[src/rtl/md_pkg.sv]
// Shared types for the MD ring fabric: force payloads, ring packets and injector FIFO entries.
package md_pkg;

  localparam int unsigned MD_DATA_WIDTH        = 32;
  localparam int unsigned MD_PARTICLE_ID_WIDTH = 7;
  localparam int unsigned MD_NODE_ID_WIDTH     = 6;
  localparam int unsigned MD_FORCE_CACHE_WIDTH = 3 * MD_DATA_WIDTH;

  // Force vector packed as {fz, fy, fx}.
  typedef struct packed {
    logic [MD_PARTICLE_ID_WIDTH-1:0] pid;
    logic [MD_FORCE_CACHE_WIDTH-1:0] force_vec;
  } force_data_t;

  typedef struct packed {
    logic [MD_NODE_ID_WIDTH-1:0] dest_id;
    force_data_t                 payload;
  } packet_t;

  // A marker entry carries only the batch-end flag; it is never presented to the ring.
  typedef struct packed {
    logic    marker;
    logic    last;
    packet_t packet;
  } inj_entry_t;

  localparam int unsigned MD_FORCE_DATA_WIDTH = $bits(force_data_t);
  localparam int unsigned MD_PACKET_WIDTH     = $bits(packet_t);
  localparam int unsigned MD_INJ_ENTRY_WIDTH  = $bits(inj_entry_t);

  typedef enum logic {
    StIdle,
    StActive
  } batch_state_e;

endpackage

[src/rtl/md_sync_fifo.sv]
// Synchronous first-word-fall-through FIFO with occupancy count and async active-high reset.
module md_sync_fifo #(
  parameter int unsigned WIDTH = 8,
  parameter int unsigned DEPTH = 8,
  localparam int unsigned PTR_W = (DEPTH > 1) ? $clog2(DEPTH) : 1,
  localparam int unsigned CNT_W = PTR_W + 1
) (
  input  logic             clk,
  input  logic             rst,
  input  logic             wr_en,
  input  logic [WIDTH-1:0] wr_data,
  input  logic             rd_en,
  output logic [WIDTH-1:0] rd_data,
  output logic             empty,
  output logic [CNT_W-1:0] count
);

  logic [WIDTH-1:0] mem_q [DEPTH];
  logic [PTR_W-1:0] wr_ptr_q, wr_ptr_d;
  logic [PTR_W-1:0] rd_ptr_q, rd_ptr_d;
  logic [CNT_W-1:0] count_q, count_d;
  logic             full;
  logic             do_wr;
  logic             do_rd;

  // Full refuses a write even when a read frees a slot in the same cycle.
  assign full    = (count_q == CNT_W'(DEPTH));
  assign empty   = (count_q == '0);
  assign do_wr   = wr_en & ~full;
  assign do_rd   = rd_en & ~empty;
  assign rd_data = mem_q[rd_ptr_q];
  assign count   = count_q;

  always_comb begin
    wr_ptr_d = wr_ptr_q;
    rd_ptr_d = rd_ptr_q;
    count_d  = count_q;
    if (do_wr) wr_ptr_d = PTR_W'(wr_ptr_q + 1'b1);
    if (do_rd) rd_ptr_d = PTR_W'(rd_ptr_q + 1'b1);
    unique case ({do_wr, do_rd})
      2'b10:   count_d = count_q + 1'b1;
      2'b01:   count_d = count_q - 1'b1;
      default: count_d = count_q;
    endcase
  end

  always_ff @(posedge clk or posedge rst) begin
    if (rst) begin
      wr_ptr_q <= '0;
      rd_ptr_q <= '0;
      count_q  <= '0;
    end else begin
      wr_ptr_q <= wr_ptr_d;
      rd_ptr_q <= rd_ptr_d;
      count_q  <= count_d;
    end
  end

  always_ff @(posedge clk) begin
    if (do_wr) mem_q[wr_ptr_q] <= wr_data;
  end

endmodule

[src/rtl/ring_injector.sv]
// Transmit-side injector: buffers PE force beats, filters zero forces, injects packets into the
// ring node under pe_ready flow control and reports batch completion.
module ring_injector
  import md_pkg::*;
#(
  parameter int unsigned DATA_WIDTH        = MD_DATA_WIDTH,
  parameter int unsigned PARTICLE_ID_WIDTH = MD_PARTICLE_ID_WIDTH,
  parameter int unsigned NODE_ID_WIDTH     = MD_NODE_ID_WIDTH,
  parameter int unsigned FORCE_CACHE_WIDTH = 3 * DATA_WIDTH,
  parameter int unsigned FORCE_DATA_WIDTH  = FORCE_CACHE_WIDTH + PARTICLE_ID_WIDTH,
  parameter int unsigned PACKET_WIDTH      = FORCE_DATA_WIDTH + NODE_ID_WIDTH,
  parameter int unsigned FIFO_DEPTH        = 8,
  parameter bit          DROP_ZERO         = 1'b1,
  localparam int unsigned CNT_W = $clog2(FIFO_DEPTH) + 1
) (
  input  logic                         clk,
  input  logic                         rst,
  input  logic [FORCE_CACHE_WIDTH-1:0] pe_force_in,
  input  logic [PARTICLE_ID_WIDTH-1:0] pe_pid_in,
  input  logic [NODE_ID_WIDTH-1:0]     pe_dest_in,
  input  logic                         pe_last_in,
  input  logic                         pe_force_valid,
  output logic                         in_ready,
  output packet_t                      pkt_out,
  output logic                         pkt_valid,
  input  logic                         pkt_ready,
  output logic                         batch_busy,
  output logic                         batch_done,
  output logic [15:0]                  pkt_count,
  output logic                         overflow
);

  logic [FORCE_DATA_WIDTH-1:0] payload_bits;
  logic [PACKET_WIDTH-1:0]     packet_bits;
  inj_entry_t                  wr_entry;
  inj_entry_t                  head;
  logic [MD_INJ_ENTRY_WIDTH-1:0] head_bits;
  logic                        fifo_empty;
  logic [CNT_W-1:0]            fifo_count;

  logic accept;
  logic is_zero;
  logic push;
  logic normal_pop;
  logic marker_pop;
  logic pop;
  logic done_pop;

  batch_state_e state_q, state_d;
  logic         batch_done_q;
  logic [15:0]  pkt_count_q;
  logic         overflow_q;

  assign in_ready = (fifo_count != CNT_W'(FIFO_DEPTH));
  assign accept   = pe_force_valid & in_ready;
  assign is_zero  = DROP_ZERO && (pe_force_in == '0);
  // Zero forces vanish unless they close a batch; then only the last flag survives as a marker.
  assign push     = accept & ~(is_zero & ~pe_last_in);

  assign payload_bits     = {pe_pid_in, pe_force_in};
  assign packet_bits      = {pe_dest_in, payload_bits};
  assign wr_entry.marker  = is_zero;
  assign wr_entry.last    = pe_last_in;
  assign wr_entry.packet  = packet_bits;

  md_sync_fifo #(
    .WIDTH (MD_INJ_ENTRY_WIDTH),
    .DEPTH (FIFO_DEPTH)
  ) u_fifo (
    .clk     (clk),
    .rst     (rst),
    .wr_en   (push),
    .wr_data (wr_entry),
    .rd_en   (pop),
    .rd_data (head_bits),
    .empty   (fifo_empty),
    .count   (fifo_count)
  );

  assign head       = head_bits;
  assign pkt_valid  = ~fifo_empty & ~head.marker;
  assign pkt_out    = pkt_valid ? head.packet : '0;
  assign normal_pop = pkt_valid & pkt_ready;
  assign marker_pop = ~fifo_empty & head.marker;
  assign pop        = normal_pop | marker_pop;
  assign done_pop   = pop & head.last;

  always_ff @(posedge clk or posedge rst) begin
    if (rst) begin
      state_q <= StIdle;
    end else begin
      state_q <= state_d;
    end
  end

  always_comb begin
    state_d = state_q;
    unique case (state_q)
      StIdle:   if (accept) state_d = StActive;
      StActive: if (done_pop && !accept) state_d = StIdle;
      default:  state_d = StIdle;
    endcase
  end

  always_comb begin
    batch_busy = (state_q == StActive);
  end

  always_ff @(posedge clk or posedge rst) begin
    if (rst) begin
      batch_done_q <= 1'b0;
      pkt_count_q  <= '0;
      overflow_q   <= 1'b0;
    end else begin
      batch_done_q <= done_pop;
      if (normal_pop) pkt_count_q <= pkt_count_q + 16'd1;
      if (pe_force_valid && !in_ready) overflow_q <= 1'b1;
    end
  end

  assign batch_done = batch_done_q;
  assign pkt_count  = pkt_count_q;
  assign overflow   = overflow_q;

endmodule

[config.mk]
export PLATFORM = sky130hd
export DESIGN_NAME = ring_injector
export DESIGN_NICKNAME = d
export VERILOG_FILES = /design/src/rtl/md_pkg.sv /design/src/rtl/md_sync_fifo.sv /design/src/rtl/ring_injector.sv
export SDC_FILE = /design/constraint.sdc
export NUM_CORES = 1
export LEC_CHECK = 0
export ABC_AREA = 1
export ABC_CLOCK_PERIOD_IN_PS = 18280
export CORE_MARGIN = 8
export CORE_UTILIZATION = 63
export CTS_CLUSTER_DIAMETER = 50
export DETAILED_ROUTE_END_ITERATION = 12
export PLACE_DENSITY_LB_ADDON = 0.05
export SLEW_MARGIN = 20
export SYNTH_ARGS = -nofsm -noshare
export SYNTH_HDL_FRONTEND = slang
export SYNTH_HIERARCHICAL = 1
export SYNTH_SLANG_ARGS = --single-unit
[constraint.sdc]
create_clock -name clk -period 18.28 [get_ports clk]
set_input_delay 3.656 -clock clk [delete_from_list [all_inputs] [get_ports clk]]
set_output_delay 3.656 -clock clk [all_outputs]
set_load 0.02 [all_outputs]
==> impl_metrics.env <==
export IMPL_status="finished clean"
export IMPL_clockBufferDepth=3
export IMPL_critPathRequiredTime_ps=14620
export IMPL_syn_nets=4449
export IMPL_drtPass1Iterations=5
export IMPL_vias_per_cell=4.99
export IMPL_nNetsFinal=4644
export IMPL_ant_nets=0
export IMPL_grt_use_total_pct=24.2
export IMPL_slowest_stage="dfrtp_4"
export IMPL_core_sq_um=64300
export IMPL_yosys_area_top_type="edfxtp_1"
export IMPL_fin_crit_sh_pct=48.2
export IMPL_maxCapViolCount=0
export IMPL_path_common_cell="nand2_1"
export IMPL_rsz0062_at_grt="no"
export IMPL_synth_top_area_share_pct=65.1
export IMPL_p_switching_w=0.00309
export IMPL_critPathKind="reg2out"
export IMPL_synth_most_common_cell="nand2_1"
export IMPL_drive_gt1_share_pct=4.61
export IMPL_dieWidth_microns=271
export IMPL_p_per_area_nw_per_um2=170
export IMPL_final_hold_viol_count=0
export IMPL_yosysWarnings=6
export IMPL_wl_microns=89200
export IMPL_cts_hold_buf=0
export IMPL_dieArea_sq_um=73400
export IMPL_place_inst=5279
export IMPL_num_vias=27233
export IMPL_fin_tns_setup_ps=0
export IMPL_max_slew_margin_rel_pct=21.6
export IMPL_hold_class="reg2reg"
export IMPL_avgSynthCellArea_sq_um=9.47
export IMPL_tightest_slew_ps=1180
export IMPL_cts_root_buf="clkbuf_16"
export IMPL_power_leakage_nw=20.3
export IMPL_final_cells=5460
export IMPL_fp_dieH_microns=271
export IMPL_grt_max_degree=298
export IMPL_cts_clk_slew_worst_paths_ps=60
export IMPL_portBuffers=243
export IMPL_power_frac_clock_pct=24.4
export IMPL_netlist_top_cells_area="edfxtp_1 (65%), nand2_1 (14%), nor2_1 (9.8%)"
export IMPL_antenna_found_initial=7
export IMPL_max_vdd_ir_drop_uv=142
export IMPL_grt_pass1_wl_microns=141000
export IMPL_avgRoutedWirePerCell_microns=16.3
export IMPL_numCtsBuffers=96
export IMPL_syn_area_sq_um=41000
export IMPL_worstPathArrival_ps=5150
export IMPL_p_int_w=0.00488
export IMPL_power_frac_comb_pct=41.0
export IMPL_grt_pass1_vias=26151
export IMPL_place_congestion=0.762
export IMPL_num_rows=93
export IMPL_cts_setup_buffers=0
export IMPL_place_detailed_hpwl_microns=47300
export IMPL_fmax_mhz=114
export IMPL_post_route_min_period_ps=8810
export IMPL_ios=244
export IMPL_crit_fanout=165
export IMPL_async_flop_share_pct=3.16
export IMPL_worstSetupEndpointType="primary output"
export IMPL_clock_latency_ps=640
export IMPL_crit_chain="buf_12 -> buf_16 -> nor2_1 -> nor2_1 -> nand2_1 -> nand2_1 -> nand2_1 -> nand2_1 -> nor2_4 -> inv_4 -> buf_4 -> nor2_1 -> clkdlybuf4s50_1"
export IMPL_area_delta_synth_final_pct=14.5
export IMPL_ys_ff_latch=917
export IMPL_postCtsResizedCells=0
export IMPL_cts_tree="done"
export IMPL_synth_flop_cell="edfxtp_1"
export IMPL_pre_cts_ws_ps=10170
export IMPL_ys_seq_area_share_pct=66.9
export IMPL_htree_levels=3
export IMPL_synth_edf_count=888
export IMPL_fin_ws_ps=9470
export IMPL_critical_path_max_stage_delay_ps=880
export IMPL_netSwitchingFraction_pct=38.8
export IMPL_ys_top_cells_by_count="nand2_1 (1509), nor2_1 (1074), edfxtp_1 (888), inv_1 (574), buf_2 (73)"
export IMPL_drc=0
export IMPL_clock_sinks=917
export IMPL_grt_ovfl_total=0
export IMPL_critPathLaunchType="flop"
export IMPL_synthCells=4328
export IMPL_start_util_pct=63.7
export IMPL_drt_iter0_markers=2198
export IMPL_setup_viol=0
export IMPL_share_seq_of_total_power_pct=34.6
export IMPL_clock_skew_ps=21.1
export IMPL_ys_types=31
export IMPL_slew_violations=0
[layout make-up]
| class | count | area (sq um) |
|---|---|---|
| diodes | 5 | 12.5 |
| clock buffers | 115 | 2560 |
| clock inverters | 60 | 627 |
| fillers | 4583 | 17400 |
| inverters | 577 | 2180 |
| multi-input cells | 2649 | 10300 |
| flip-flops and latches | 917 | 27400 |
| well taps | 855 | 1070 |
| repair buffers | 282 | 2770 |
[placed cells by master (no fill, tap or decap), drive strengths merged]
cell type / n
nor3: 11
nand3: 9
diode: 5
buf: 39
clkinvlp: 8
xnor2: 12
nor4: 1
or2: 1
xor2: 7
clkdlybuf4s50: 243
nand4: 3
edfxtp: 888
dfrtp: 29
a21o: 1
inv: 583
clkinv: 35
clkbuf: 115
bufinv: 11
nand2: 1513
ha: 6
o21ai: 6
nor2: 1076
fa: 1
nor3b: 2
[path summary, 6_finish.rpt]
kind / slack [ps] / endpoint / start / cells past startpoint
worst min-delay path: 470 / pkt_count[15] / pkt_count[15] / 1
worst max register to register: 14150 / u_fifo/count[3] / u_fifo/rd_ptr_q[0] / 19
worst max-delay path: 9470 / pkt_out[66] / u_fifo/rd_ptr_q[0] / 13
max in group asynchronous: 14230 / pkt_count[7] / rst / 2
worst min register to register: 470 / pkt_count[15] / pkt_count[15] / 1
min in group asynchronous: 3430 / u_fifo/count[0] / rst / 2
[power by group through the flow]
| stage | clock, W | combinational [W] | sequential, W |
|---|---|---|---|
| global placement | 0 | 0.00322 | 0.00279 |
| detailed placement | 0 | 0.00328 | 0.00280 |
| floorplan | 0 | 0.00229 | 0.00282 |
| CTS | 0.00198 | 0.00330 | 0.00276 |
| finish | 0.00195 | 0.00327 | 0.00276 |
| global route | 0.00206 | 0.00366 | 0.00278 |
[state kept, by name (all words and copies together), names as in the netlist]
name,count
u_fifo/mem_q,888
pkt_count,16
u_fifo/count,4
u_fifo/rd_ptr_q,3
u_fifo/wr_ptr_q,3
batch_busy,1
batch_done,1
overflow,1
[stage by stage]
stage | hold slack, ps | utilization [%] | instance area (sq um) | total power, W
after floorplan | 503 | - | 41000 | 0.00511
after global placement | 443 | 67.9 | 43700 | 0.00602
after detailed placement | 450 | 67.9 | 43700 | 0.00607
after CTS | 473 | 72.8 | 46900 | 0.00804
after global routing | 484 | 72.9 | 46900 | 0.00850
final | 471 | 72.9 | 46900 | 0.00798
[kinds of logic after synthesis]
group           synth area share, %
xor+xnor                      0.406
buf+inv                        8.13
fa+ha+maj                     0.232
flops                          66.9
compound gates               0.0916
simple gates                   24.3
[layer usage]
layer / wire, microns / up-vias / track usage, %
li1: - / 13688 / -
met1: 38100 / 12703 / 32.0
met2: 44200 / 732 / 41.3
met3: 5330 / 106 / 3.71
met4: 1630 / 4 / 7.14
met5: 27 / - / 0
[worst max-delay path, delay by kind of cell, from the launching register on]
| kind | cells | cell delay, ps |
|---|---|---|
| and+or+nand+nor | 8 | 730 |
| DFF | 1 | 880 |
| buffers and inverters | 5 | 2600 |
Power figures use the tool's default switching activity.
